`config.mk`:
```
export PLATFORM = sky130hd
export DESIGN_NAME = arm_hazard_ctrl_flat
export DESIGN_NICKNAME = d
export VERILOG_FILES = /design/src/rtl/arm_hazard_ctrl_if.sv /design/src/rtl/arm_hazard_ctrl.sv /design/src/flat_wrapper.sv
export SDC_FILE = /design/constraint.sdc
export NUM_CORES = 1
export LEC_CHECK = 0
export ABC_AREA = 1
export CORE_MARGIN = 4
export CORE_UTILIZATION = 25
export DETAILED_ROUTE_END_ITERATION = 7
export DONT_BUFFER_PORTS = 1
export GPL_TIMING_DRIVEN = 0
export SETUP_SLACK_MARGIN = 0.3
export SLEW_MARGIN = 20
export SYNTH_ARGS = -nofsm -noshare
export SYNTH_HDL_FRONTEND = slang
export SYNTH_SLANG_ARGS = --single-unit
```
`constraint.sdc`:
```
create_clock -name clk -period 1.3 [get_ports clk]
set_clock_uncertainty 0.05 [all_clocks]
set_input_delay 0.26 -clock clk [delete_from_list [all_inputs] [get_ports clk]]
set_output_delay 0.26 -clock clk [all_outputs]
set_load 0.05 [all_outputs]
```
`src/rtl/arm_hazard_ctrl_if.sv`:
```
// arm_hazard_ctrl_if: hazard-unit bundle between the pipelined datapath (master) and the hazard controller (slave).
interface arm_hazard_ctrl_if #(
  parameter int ADDR_W = 4,
  parameter int CNT_W  = 16
);
  logic [ADDR_W-1:0] RA1D, RA2D, RA1E, RA2E, WA3E, WA3M, WA3W;
  logic              RegWriteE, RegWriteM, RegWriteW, MemtoRegE;
  logic              PCSrcD, PCSrcE, PCSrcM, PCSrcW, BranchTakenE;
  logic              MemReqM, MemReadyM;
  logic [1:0]        ForwardAE, ForwardBE;
  logic              StallF, StallD, StallE, StallM;
  logic              FlushD, FlushE, FlushW, mem_err;
  logic [CNT_W-1:0]  stall_cnt, flush_cnt;
  modport master (
    output RA1D, RA2D, RA1E, RA2E, WA3E, WA3M, WA3W,
    output RegWriteE, RegWriteM, RegWriteW, MemtoRegE,
    output PCSrcD, PCSrcE, PCSrcM, PCSrcW, BranchTakenE, MemReqM, MemReadyM,
    input  ForwardAE, ForwardBE, StallF, StallD, StallE, StallM,
    input  FlushD, FlushE, FlushW, mem_err, stall_cnt, flush_cnt
  );
  modport slave (
    input  RA1D, RA2D, RA1E, RA2E, WA3E, WA3M, WA3W,
    input  RegWriteE, RegWriteM, RegWriteW, MemtoRegE,
    input  PCSrcD, PCSrcE, PCSrcM, PCSrcW, BranchTakenE, MemReqM, MemReadyM,
    output ForwardAE, ForwardBE, StallF, StallD, StallE, StallM,
    output FlushD, FlushE, FlushW, mem_err, stall_cnt, flush_cnt
  );
endinterface

```
`src/rtl/arm_hazard_ctrl.sv`:
```
// arm_hazard_ctrl: forwarding, load-use/PC hazards and data-memory wait FSM for the ARM pipelined core.
// Optional saturating stall/flush counters enabled by HAZARD_PERF_CNT_EN.
module arm_hazard_ctrl #(
  parameter int ADDR_W      = 4,
  parameter int MEM_TIMEOUT = 15,
  parameter int TO_W        = 4,
  parameter int CNT_W       = 16
) (
  input logic               clk,
  input logic               reset_n,
  arm_hazard_ctrl_if.slave  hz
);
  typedef enum logic [1:0] {IDLE, WAIT, ERR} state_t;
  localparam logic [ADDR_W-1:0] PC_REG = '1;
  state_t          r_state;
  logic [TO_W-1:0] r_wcnt;
  logic            r_err;
  logic            w_ldr_stall, w_pc_wr_pend, w_mem_stall;
  logic [TO_W-1:0] w_wcnt_nx;
  always_comb begin
    hz.ForwardAE = (hz.RA1E == PC_REG) ? 2'b00 :
                   (hz.RegWriteM && hz.RA1E == hz.WA3M) ? 2'b10 :
                   (hz.RegWriteW && hz.RA1E == hz.WA3W) ? 2'b01 : 2'b00;
    hz.ForwardBE = (hz.RA2E == PC_REG) ? 2'b00 :
                   (hz.RegWriteM && hz.RA2E == hz.WA3M) ? 2'b10 :
                   (hz.RegWriteW && hz.RA2E == hz.WA3W) ? 2'b01 : 2'b00;
  end
  assign w_ldr_stall  = hz.MemtoRegE && hz.RegWriteE && (hz.RA1D == hz.WA3E || hz.RA2D == hz.WA3E);
  assign w_pc_wr_pend = hz.PCSrcD | hz.PCSrcE | hz.PCSrcM;
  // The first not-ready cycle stalls from IDLE so the access is frozen without a bubble.
  assign w_mem_stall  = (r_state == ERR) ||
                        (r_state == WAIT && !hz.MemReadyM) ||
                        (r_state == IDLE && hz.MemReqM && !hz.MemReadyM);
  assign w_wcnt_nx    = r_wcnt + 1'b1;
  assign hz.StallF  = w_ldr_stall | w_pc_wr_pend | w_mem_stall;
  assign hz.StallD  = w_ldr_stall | w_mem_stall;
  assign hz.StallE  = w_mem_stall;
  assign hz.StallM  = w_mem_stall;
  assign hz.FlushW  = w_mem_stall;
  assign hz.FlushD  = !w_mem_stall && (w_pc_wr_pend | hz.PCSrcW | hz.BranchTakenE);
  assign hz.FlushE  = !w_mem_stall && (w_ldr_stall | hz.BranchTakenE);
  assign hz.mem_err = r_err;
  always_ff @(posedge clk or negedge reset_n) begin
    if (!reset_n) begin
      r_state <= IDLE;
      r_wcnt  <= '0;
      r_err   <= 1'b0;
    end else begin
      case (r_state)
        IDLE: if (hz.MemReqM && !hz.MemReadyM) begin
          r_state <= WAIT;
          r_wcnt  <= '0;
        end
        WAIT: if (hz.MemReadyM) begin
          r_state <= IDLE;
          r_wcnt  <= '0;
        end else begin
          r_wcnt <= w_wcnt_nx;
          if (w_wcnt_nx == TO_W'(MEM_TIMEOUT)) begin
            r_state <= ERR;
            r_err   <= 1'b1;
          end
        end
        ERR: r_err <= 1'b1;
        default: r_state <= IDLE;
      endcase
    end
  end
`ifdef HAZARD_PERF_CNT_EN
  logic [CNT_W-1:0] r_stall_cnt, r_flush_cnt;
  always_ff @(posedge clk or negedge reset_n) begin
    if (!reset_n) begin
      r_stall_cnt <= '0;
      r_flush_cnt <= '0;
    end else begin
      if (hz.StallF && !(&r_stall_cnt)) r_stall_cnt <= r_stall_cnt + 1'b1;
      if ((hz.FlushD || hz.FlushE) && !(&r_flush_cnt)) r_flush_cnt <= r_flush_cnt + 1'b1;
    end
  end
  assign hz.stall_cnt = r_stall_cnt;
  assign hz.flush_cnt = r_flush_cnt;
`else
  assign hz.stall_cnt = {CNT_W{1'b0}};
  assign hz.flush_cnt = {CNT_W{1'b0}};
`endif
endmodule

```
`src/flat_wrapper.sv`:
```
// flat-port wrapper written by rule: the top's interface ports become plain ports
module arm_hazard_ctrl_flat 
#(
  parameter int ADDR_W      = 4,
  parameter int MEM_TIMEOUT = 15,
  parameter int TO_W        = 4,
  parameter int CNT_W       = 16
)
  (clk, reset_n, hz_RA1D, hz_RA2D, hz_RA1E, hz_RA2E, hz_WA3E, hz_WA3M, hz_WA3W, hz_RegWriteE, hz_RegWriteM, hz_RegWriteW, hz_MemtoRegE, hz_PCSrcD, hz_PCSrcE, hz_PCSrcM, hz_PCSrcW, hz_BranchTakenE, hz_MemReqM, hz_MemReadyM, hz_ForwardAE, hz_ForwardBE, hz_StallF, hz_StallD, hz_StallE, hz_StallM, hz_FlushD, hz_FlushE, hz_FlushW, hz_mem_err, hz_stall_cnt, hz_flush_cnt);
  arm_hazard_ctrl_if #(.ADDR_W(ADDR_W), .CNT_W(CNT_W)) hz_i ();
  input logic clk;
  input logic reset_n;
  input wire logic [$bits(hz_i.RA1D)-1:0] hz_RA1D;
  input wire logic [$bits(hz_i.RA2D)-1:0] hz_RA2D;
  input wire logic [$bits(hz_i.RA1E)-1:0] hz_RA1E;
  input wire logic [$bits(hz_i.RA2E)-1:0] hz_RA2E;
  input wire logic [$bits(hz_i.WA3E)-1:0] hz_WA3E;
  input wire logic [$bits(hz_i.WA3M)-1:0] hz_WA3M;
  input wire logic [$bits(hz_i.WA3W)-1:0] hz_WA3W;
  input wire logic [$bits(hz_i.RegWriteE)-1:0] hz_RegWriteE;
  input wire logic [$bits(hz_i.RegWriteM)-1:0] hz_RegWriteM;
  input wire logic [$bits(hz_i.RegWriteW)-1:0] hz_RegWriteW;
  input wire logic [$bits(hz_i.MemtoRegE)-1:0] hz_MemtoRegE;
  input wire logic [$bits(hz_i.PCSrcD)-1:0] hz_PCSrcD;
  input wire logic [$bits(hz_i.PCSrcE)-1:0] hz_PCSrcE;
  input wire logic [$bits(hz_i.PCSrcM)-1:0] hz_PCSrcM;
  input wire logic [$bits(hz_i.PCSrcW)-1:0] hz_PCSrcW;
  input wire logic [$bits(hz_i.BranchTakenE)-1:0] hz_BranchTakenE;
  input wire logic [$bits(hz_i.MemReqM)-1:0] hz_MemReqM;
  input wire logic [$bits(hz_i.MemReadyM)-1:0] hz_MemReadyM;
  output wire logic [$bits(hz_i.ForwardAE)-1:0] hz_ForwardAE;
  output wire logic [$bits(hz_i.ForwardBE)-1:0] hz_ForwardBE;
  output wire logic [$bits(hz_i.StallF)-1:0] hz_StallF;
  output wire logic [$bits(hz_i.StallD)-1:0] hz_StallD;
  output wire logic [$bits(hz_i.StallE)-1:0] hz_StallE;
  output wire logic [$bits(hz_i.StallM)-1:0] hz_StallM;
  output wire logic [$bits(hz_i.FlushD)-1:0] hz_FlushD;
  output wire logic [$bits(hz_i.FlushE)-1:0] hz_FlushE;
  output wire logic [$bits(hz_i.FlushW)-1:0] hz_FlushW;
  output wire logic [$bits(hz_i.mem_err)-1:0] hz_mem_err;
  output wire logic [$bits(hz_i.stall_cnt)-1:0] hz_stall_cnt;
  output wire logic [$bits(hz_i.flush_cnt)-1:0] hz_flush_cnt;
  assign hz_i.RA1D = hz_RA1D;
  assign hz_i.RA2D = hz_RA2D;
  assign hz_i.RA1E = hz_RA1E;
  assign hz_i.RA2E = hz_RA2E;
  assign hz_i.WA3E = hz_WA3E;
  assign hz_i.WA3M = hz_WA3M;
  assign hz_i.WA3W = hz_WA3W;
  assign hz_i.RegWriteE = hz_RegWriteE;
  assign hz_i.RegWriteM = hz_RegWriteM;
  assign hz_i.RegWriteW = hz_RegWriteW;
  assign hz_i.MemtoRegE = hz_MemtoRegE;
  assign hz_i.PCSrcD = hz_PCSrcD;
  assign hz_i.PCSrcE = hz_PCSrcE;
  assign hz_i.PCSrcM = hz_PCSrcM;
  assign hz_i.PCSrcW = hz_PCSrcW;
  assign hz_i.BranchTakenE = hz_BranchTakenE;
  assign hz_i.MemReqM = hz_MemReqM;
  assign hz_i.MemReadyM = hz_MemReadyM;
  assign hz_ForwardAE = hz_i.ForwardAE;
  assign hz_ForwardBE = hz_i.ForwardBE;
  assign hz_StallF = hz_i.StallF;
  assign hz_StallD = hz_i.StallD;
  assign hz_StallE = hz_i.StallE;
  assign hz_StallM = hz_i.StallM;
  assign hz_FlushD = hz_i.FlushD;
  assign hz_FlushE = hz_i.FlushE;
  assign hz_FlushW = hz_i.FlushW;
  assign hz_mem_err = hz_i.mem_err;
  assign hz_stall_cnt = hz_i.stall_cnt;
  assign hz_flush_cnt = hz_i.flush_cnt;
  arm_hazard_ctrl #(.ADDR_W(ADDR_W), .MEM_TIMEOUT(MEM_TIMEOUT), .TO_W(TO_W), .CNT_W(CNT_W)) u_core (.clk(clk), .reset_n(reset_n), .hz(hz_i));
endmodule
```
# Yosys cells after proc, flatten, opt, wreduce, memory -nomap -nowiden
# Cells that the tools add are included.
# op_classes
add_sub_neg,1
n_eq_ne,15
n_mux,16
bitwise_logic,9
reduce_logical,23
# ops
op,count
$eq A4 B4 Y1,6
$mux W2,7
$eq A4 B4 Y1 const B,3
$logic_and A1 B1 Y1,12
$mux W4,2
$or A1 B1 Y1,8
$pmux W4 S2,1
$ne A2 B2 Y1 const B,3
$pmux W2 S3,1
$reduce_and A3 Y1,2
$add A4 B1 Y4 const B,1
$mux W1,4
$reduce_bool A2 Y1,2
$logic_or A1 B1 Y1,3
$ne A3 B3 Y1 const B,1
$eq A2 B1 Y1 const B,1
$eq A2 B2 Y1 const B,1
$logic_not A1 Y1,2
$logic_not A2 Y1,1
$pmux W1 S2,1
$reduce_and A2 Y1,1
$not A1 Y1,1
# totals
register_bits,7
input_bits,41
word_cells,67

# Logic depth before layout (Yosys ltp)
# depth
ltp_word,6
depth_mapped,8
mapped_depth_nobuf,8

# Worst setup path before layout
# Ideal clock, no wire load.
# synth_timing
path_type,flip-flop to output port
startpoint,register u_core.r_state[0]
endpoint,output port hz_FlushD
t_arrival_ns,2.034
t_required_ns,0.990
slack_ns,-1.044
path_stages_with_launch,6
path_buffers,0
cell_sequence,dfrtp_1 > inv_1 > nor2_1 > nand2_1 > nand3_1 > a21oi_1
# synth_between
elab_chain_cells,6
elab_cells_between_ends,10
classes_between,eq/ne: 2; reduce/logical: 8
# synth_lines
element,line,text
from (decl),arm_hazard_ctrl.sv:15,state_t r_state;
from (signal assigned),arm_hazard_ctrl.sv:45,r_state <= IDLE;
from (signal assigned),arm_hazard_ctrl.sv:51,r_state <= WAIT;
from (signal assigned),arm_hazard_ctrl.sv:55,r_state <= IDLE;
$eq A2 B1 Y1 or $logic_not A2 Y1 (tied branches),"arm_hazard_ctrl.sv:32, arm_hazard_ctrl.sv:33",
$logic_and A1 B1 Y1 (on tied branches),"arm_hazard_ctrl.sv:32, arm_hazard_ctrl.sv:33",
$logic_or A1 B1 Y1 or $logic_and A1 B1 Y1 (tied branches),"arm_hazard_ctrl.sv:31, arm_hazard_ctrl.sv:33",
$logic_or A1 B1 Y1 (*),arm_hazard_ctrl.sv:32,(r_state == WAIT && !hz.MemReadyM) ||
net hz_FlushW,flat_wrapper.sv:39,output wire logic [$bits(hz_i.FlushW)-1:0] hz_FlushW;
$logic_not A1 Y1 (*),arm_hazard_ctrl.sv:40,assign hz.FlushD = !w_mem_stall && (w_pc_wr_pend | hz.PCSrcW | hz.BranchTakenE);
$logic_and A1 B1 Y1 (*),arm_hazard_ctrl.sv:40,
to (decl),flat_wrapper.sv:37,output wire logic [$bits(hz_i.FlushD)-1:0] hz_FlushD;
# Mark *: on every way through the listed nets, which the timed path passes. The rest lies on a longest branch.

# Worst setup path after layout
# layout_timing
startpoint,register u_core.r_state[0]
endpoint,output port hz_FlushE
# layout_between
elab_chain_cells,6
elab_cells_between_ends,10
classes_between,eq/ne: 2; reduce/logical: 8
# layout_lines
element,line,text
$eq A2 B1 Y1 or $logic_not A2 Y1 (tied branches),"arm_hazard_ctrl.sv:32, arm_hazard_ctrl.sv:33",
$logic_and A1 B1 Y1 (on tied branches),"arm_hazard_ctrl.sv:32, arm_hazard_ctrl.sv:33",
$logic_or A1 B1 Y1 or $logic_and A1 B1 Y1 (tied branches),"arm_hazard_ctrl.sv:31, arm_hazard_ctrl.sv:33",
$logic_or A1 B1 Y1 (*),arm_hazard_ctrl.sv:32,
net hz_FlushW,flat_wrapper.sv:39,
$logic_not A1 Y1 (*),arm_hazard_ctrl.sv:41,assign hz.FlushE = !w_mem_stall && (w_ldr_stall | hz.BranchTakenE);
$logic_and A1 B1 Y1 (*),arm_hazard_ctrl.sv:41,
to (decl),flat_wrapper.sv:38,output wire logic [$bits(hz_i.FlushE)-1:0] hz_FlushE;
# Marks and branches as above.

==> metrics <==
VDD IR-drop max=0.4782 mV; layout cells sized above 1=40.00%; Root Driver=clkbuf_8; Seq/Total Area, Yosys=16.17%; input/output buffers=0; slowest stage delay, CP=0.41 ns; relative slew slack=60.72%; number of synthesized register bits=7; Clk Latency, worst-skew pair=0.23 ns; Post-DP Area=1401 um2; Crit path required time=0.99 ns; fin area=1589 um2; Nets=269; fmax=567.8 MHz; Setup violations, final=12; worst-path fanout max=6; Slew @ Worst Pin=0.5847 ns; H-tree levels=1; antenna-violating nets left=0; Post-Synthesis Cells=182; core box area=4086 um2; CTS Buf Count=3; worst path cell trace=inv_2, nor2_1, nand2_2, nand3_4, a21oi_4; CTS Sinks=7; GPL Wtd Cong=0.8043; area delta synth->final=46.65%; CTS tree=done; Total GRT Usage=8.724%; via count=1,054; die height=73.84 um; die area=5452 um2; Core Rows=23; DRC errors left=0; post-layout min period=1.761 ns; vias in the first global route=916; RSZ-0062 raised after global routing=true; CP startpoint kind=flop; GRT overflow=0; status=finished with violations; Synth cell types=21; total wire length=2.691 mm; leakage power=0.8433 nW; number of max-cap violations=0; Crit. End Element=primary output; DRT iter0 DRCs=27; n_diodes=0; Util after Layout=38.89%; Syn Area/Cell=5.954 um2; initial antenna violation count=0; Hold Fails Final Rpt=0; final worst slack=-0.4612 ns; Synth Cell Area=1084 um2; worst min path class=input port to flop; commonest non-fill, non-tap cell in the layout=nand2_1; Worst Path Arrival=1.45 ns; number of top-level pins=85; Yosys Warn Count=0; first drt pass iteration count=4; die extent in x=73.84 um; CTS max path bufs=2; Cell Pwr Density=616.0 nW/um2; Slew Limit Fails=0; first-pass GRT wire length=3.801 mm; dpl hpwl=2.260 mm; post-route clock period utilization=135.5%; Initial Util=26.52%; slowest CP cell=a21oi_4; pin count of the biggest net entering global routing=8; Routed WL per cell=9.785 um; Top Family by Delay on Critical Path=compound AO/OA/AOI/OAI gates; most frequent cells in the layout=nand2_1 (41), buf_4 (39), conb_1 (32); Buf/Inv on CP=1; Vias per Instance=3.833; CTS clk-pin slew, worst paths=0.04 ns; kind of critical path=flop to primary output; failing checks=negative setup slack
## synthesized netlist by cell type
master | number | area share, %
a21oi_1 | 5 | 2.3
and3_1 | 1 | 0.58
buf_4 | 34 | 24
conb_1 | 1 | 0.35
dfrtp_1 | 7 | 16
ha_1 | 2 | 2.3
inv_1 | 33 | 11
nand2_1 | 45 | 16
nand2_2 | 1 | 0.58
nand3_1 | 4 | 1.8
nand3_2 | 2 | 1.8
nand4_1 | 3 | 1.7
nor2_1 | 18 | 6.2
nor2_2 | 1 | 0.58
nor3_1 | 2 | 0.92
nor3b_1 | 1 | 0.69
o21ai_0 | 9 | 4.2
o22ai_1 | 5 | 2.9
or2_1 | 1 | 0.58
xnor2_1 | 3 | 2.4
xor2_1 | 4 | 3.2
## repair_timing
item | CTS | global route
setup buffers | 5 | 2
gates resized for setup | 10 | 20
pin swaps | 6 | 17
endpoints found under the hold margin | 7 | 0
endpoints found under the setup margin | 19 | 19
hold buffers | 1 | 0
## cells by family after synthesis
logic type / after synthesis / synth area share [%]
AO/OA/AOI/OAI: 19 / 9.353
XOR/XNOR: 7 / 5.658
flip-flops: 7 / 16.17
adder cells (fa/ha/maj): 2 / 2.309
other: 1 / 0.3461
AND/OR/NAND/NOR: 79 / 31.18
buffers and inverters: 67 / 34.99
## path summary, 6_finish.rpt
| check | slack [ns] | endpoint | cells past startpoint | from |
|---|---|---|---|---|
| setup reg to reg | -0.02 | u_core.r_wcnt[0]$_DFFE_PN0P_ | 5 | u_core.r_state[1]$_DFFE_PN0P_ |
| hold / removal | 0.27 | u_core.r_state[0]$_DFFE_PN0P_ | 3 | hz_MemReqM |
| min in group asynchronous | 0.32 | u_core.r_state[0]$_DFFE_PN0P_ | 1 | reset_n |
| hold reg to reg | 0.52 | u_core.r_wcnt[3]$_DFFE_PN0P_ | 2 | u_core.r_wcnt[3]$_DFFE_PN0P_ |
| setup / recovery | -0.46 | hz_FlushE | 5 | u_core.r_state[0]$_DFFE_PN0P_ |
| max in group asynchronous | 0.61 | u_core.hz.mem_err$_DFFE_PN0P_ | 1 | reset_n |
## where the power goes
part	switching [mW]	leakage, nW	internal (mW)
sequential	0	0.0871	0.219
combinational	0.315	0.731	0.138
clock	0.0993	0.0255	0.208
total	0.415	0.843	0.564
## sequential cells by signal, summed over array words and instances, names as in the netlist
name and flops:
u_core.hz.mem_err 1, u_core.r_state 2, u_core.r_wcnt 4
## metal layers
metal	track usage (%)	vias to the layer above	wire (um)
met5	0	-	0
met1	10.23	434	920
li1	-	581	-
met3	1.778	4	251
met2	15.85	35	1495
met4	2.414	0	23
## tightest hold or removal path, cell delays in order
cell,delay (ns)
nand3_2,0.08
buf_4,0.11
nand2_1,0.05
## stage by stage
stage               cells  TNS [ns]  hold slack, ns  worst slack [ns]  power [mW]
floorplan             213   -0.9165        -0.08559           -0.1997      0.6241
global placement      263    -1.553        -0.08538           -0.2720      0.6365
detailed placement    263    -1.622        -0.08541           -0.2801      0.6379
CTS                   273    -3.176          0.1821           -0.4670      0.9628
global route          275    -4.087          0.2982           -0.5119       1.032
finish                275    -2.864          0.2689           -0.4612      0.9789
## area by class of cell
type,instances,area [um2]
Inverter,33,143.9
Buffer,34,255.2
Fill cell,429,2497
Clock inverter,1,5.005
Clock buffer,3,41.29
Tap cell,50,62.56
Timing Repair Buffer,8,70.07
Sequential cell,7,176.4
Multi-Input combinational cell,139,834.6
(Power assumes the default switching activity.)
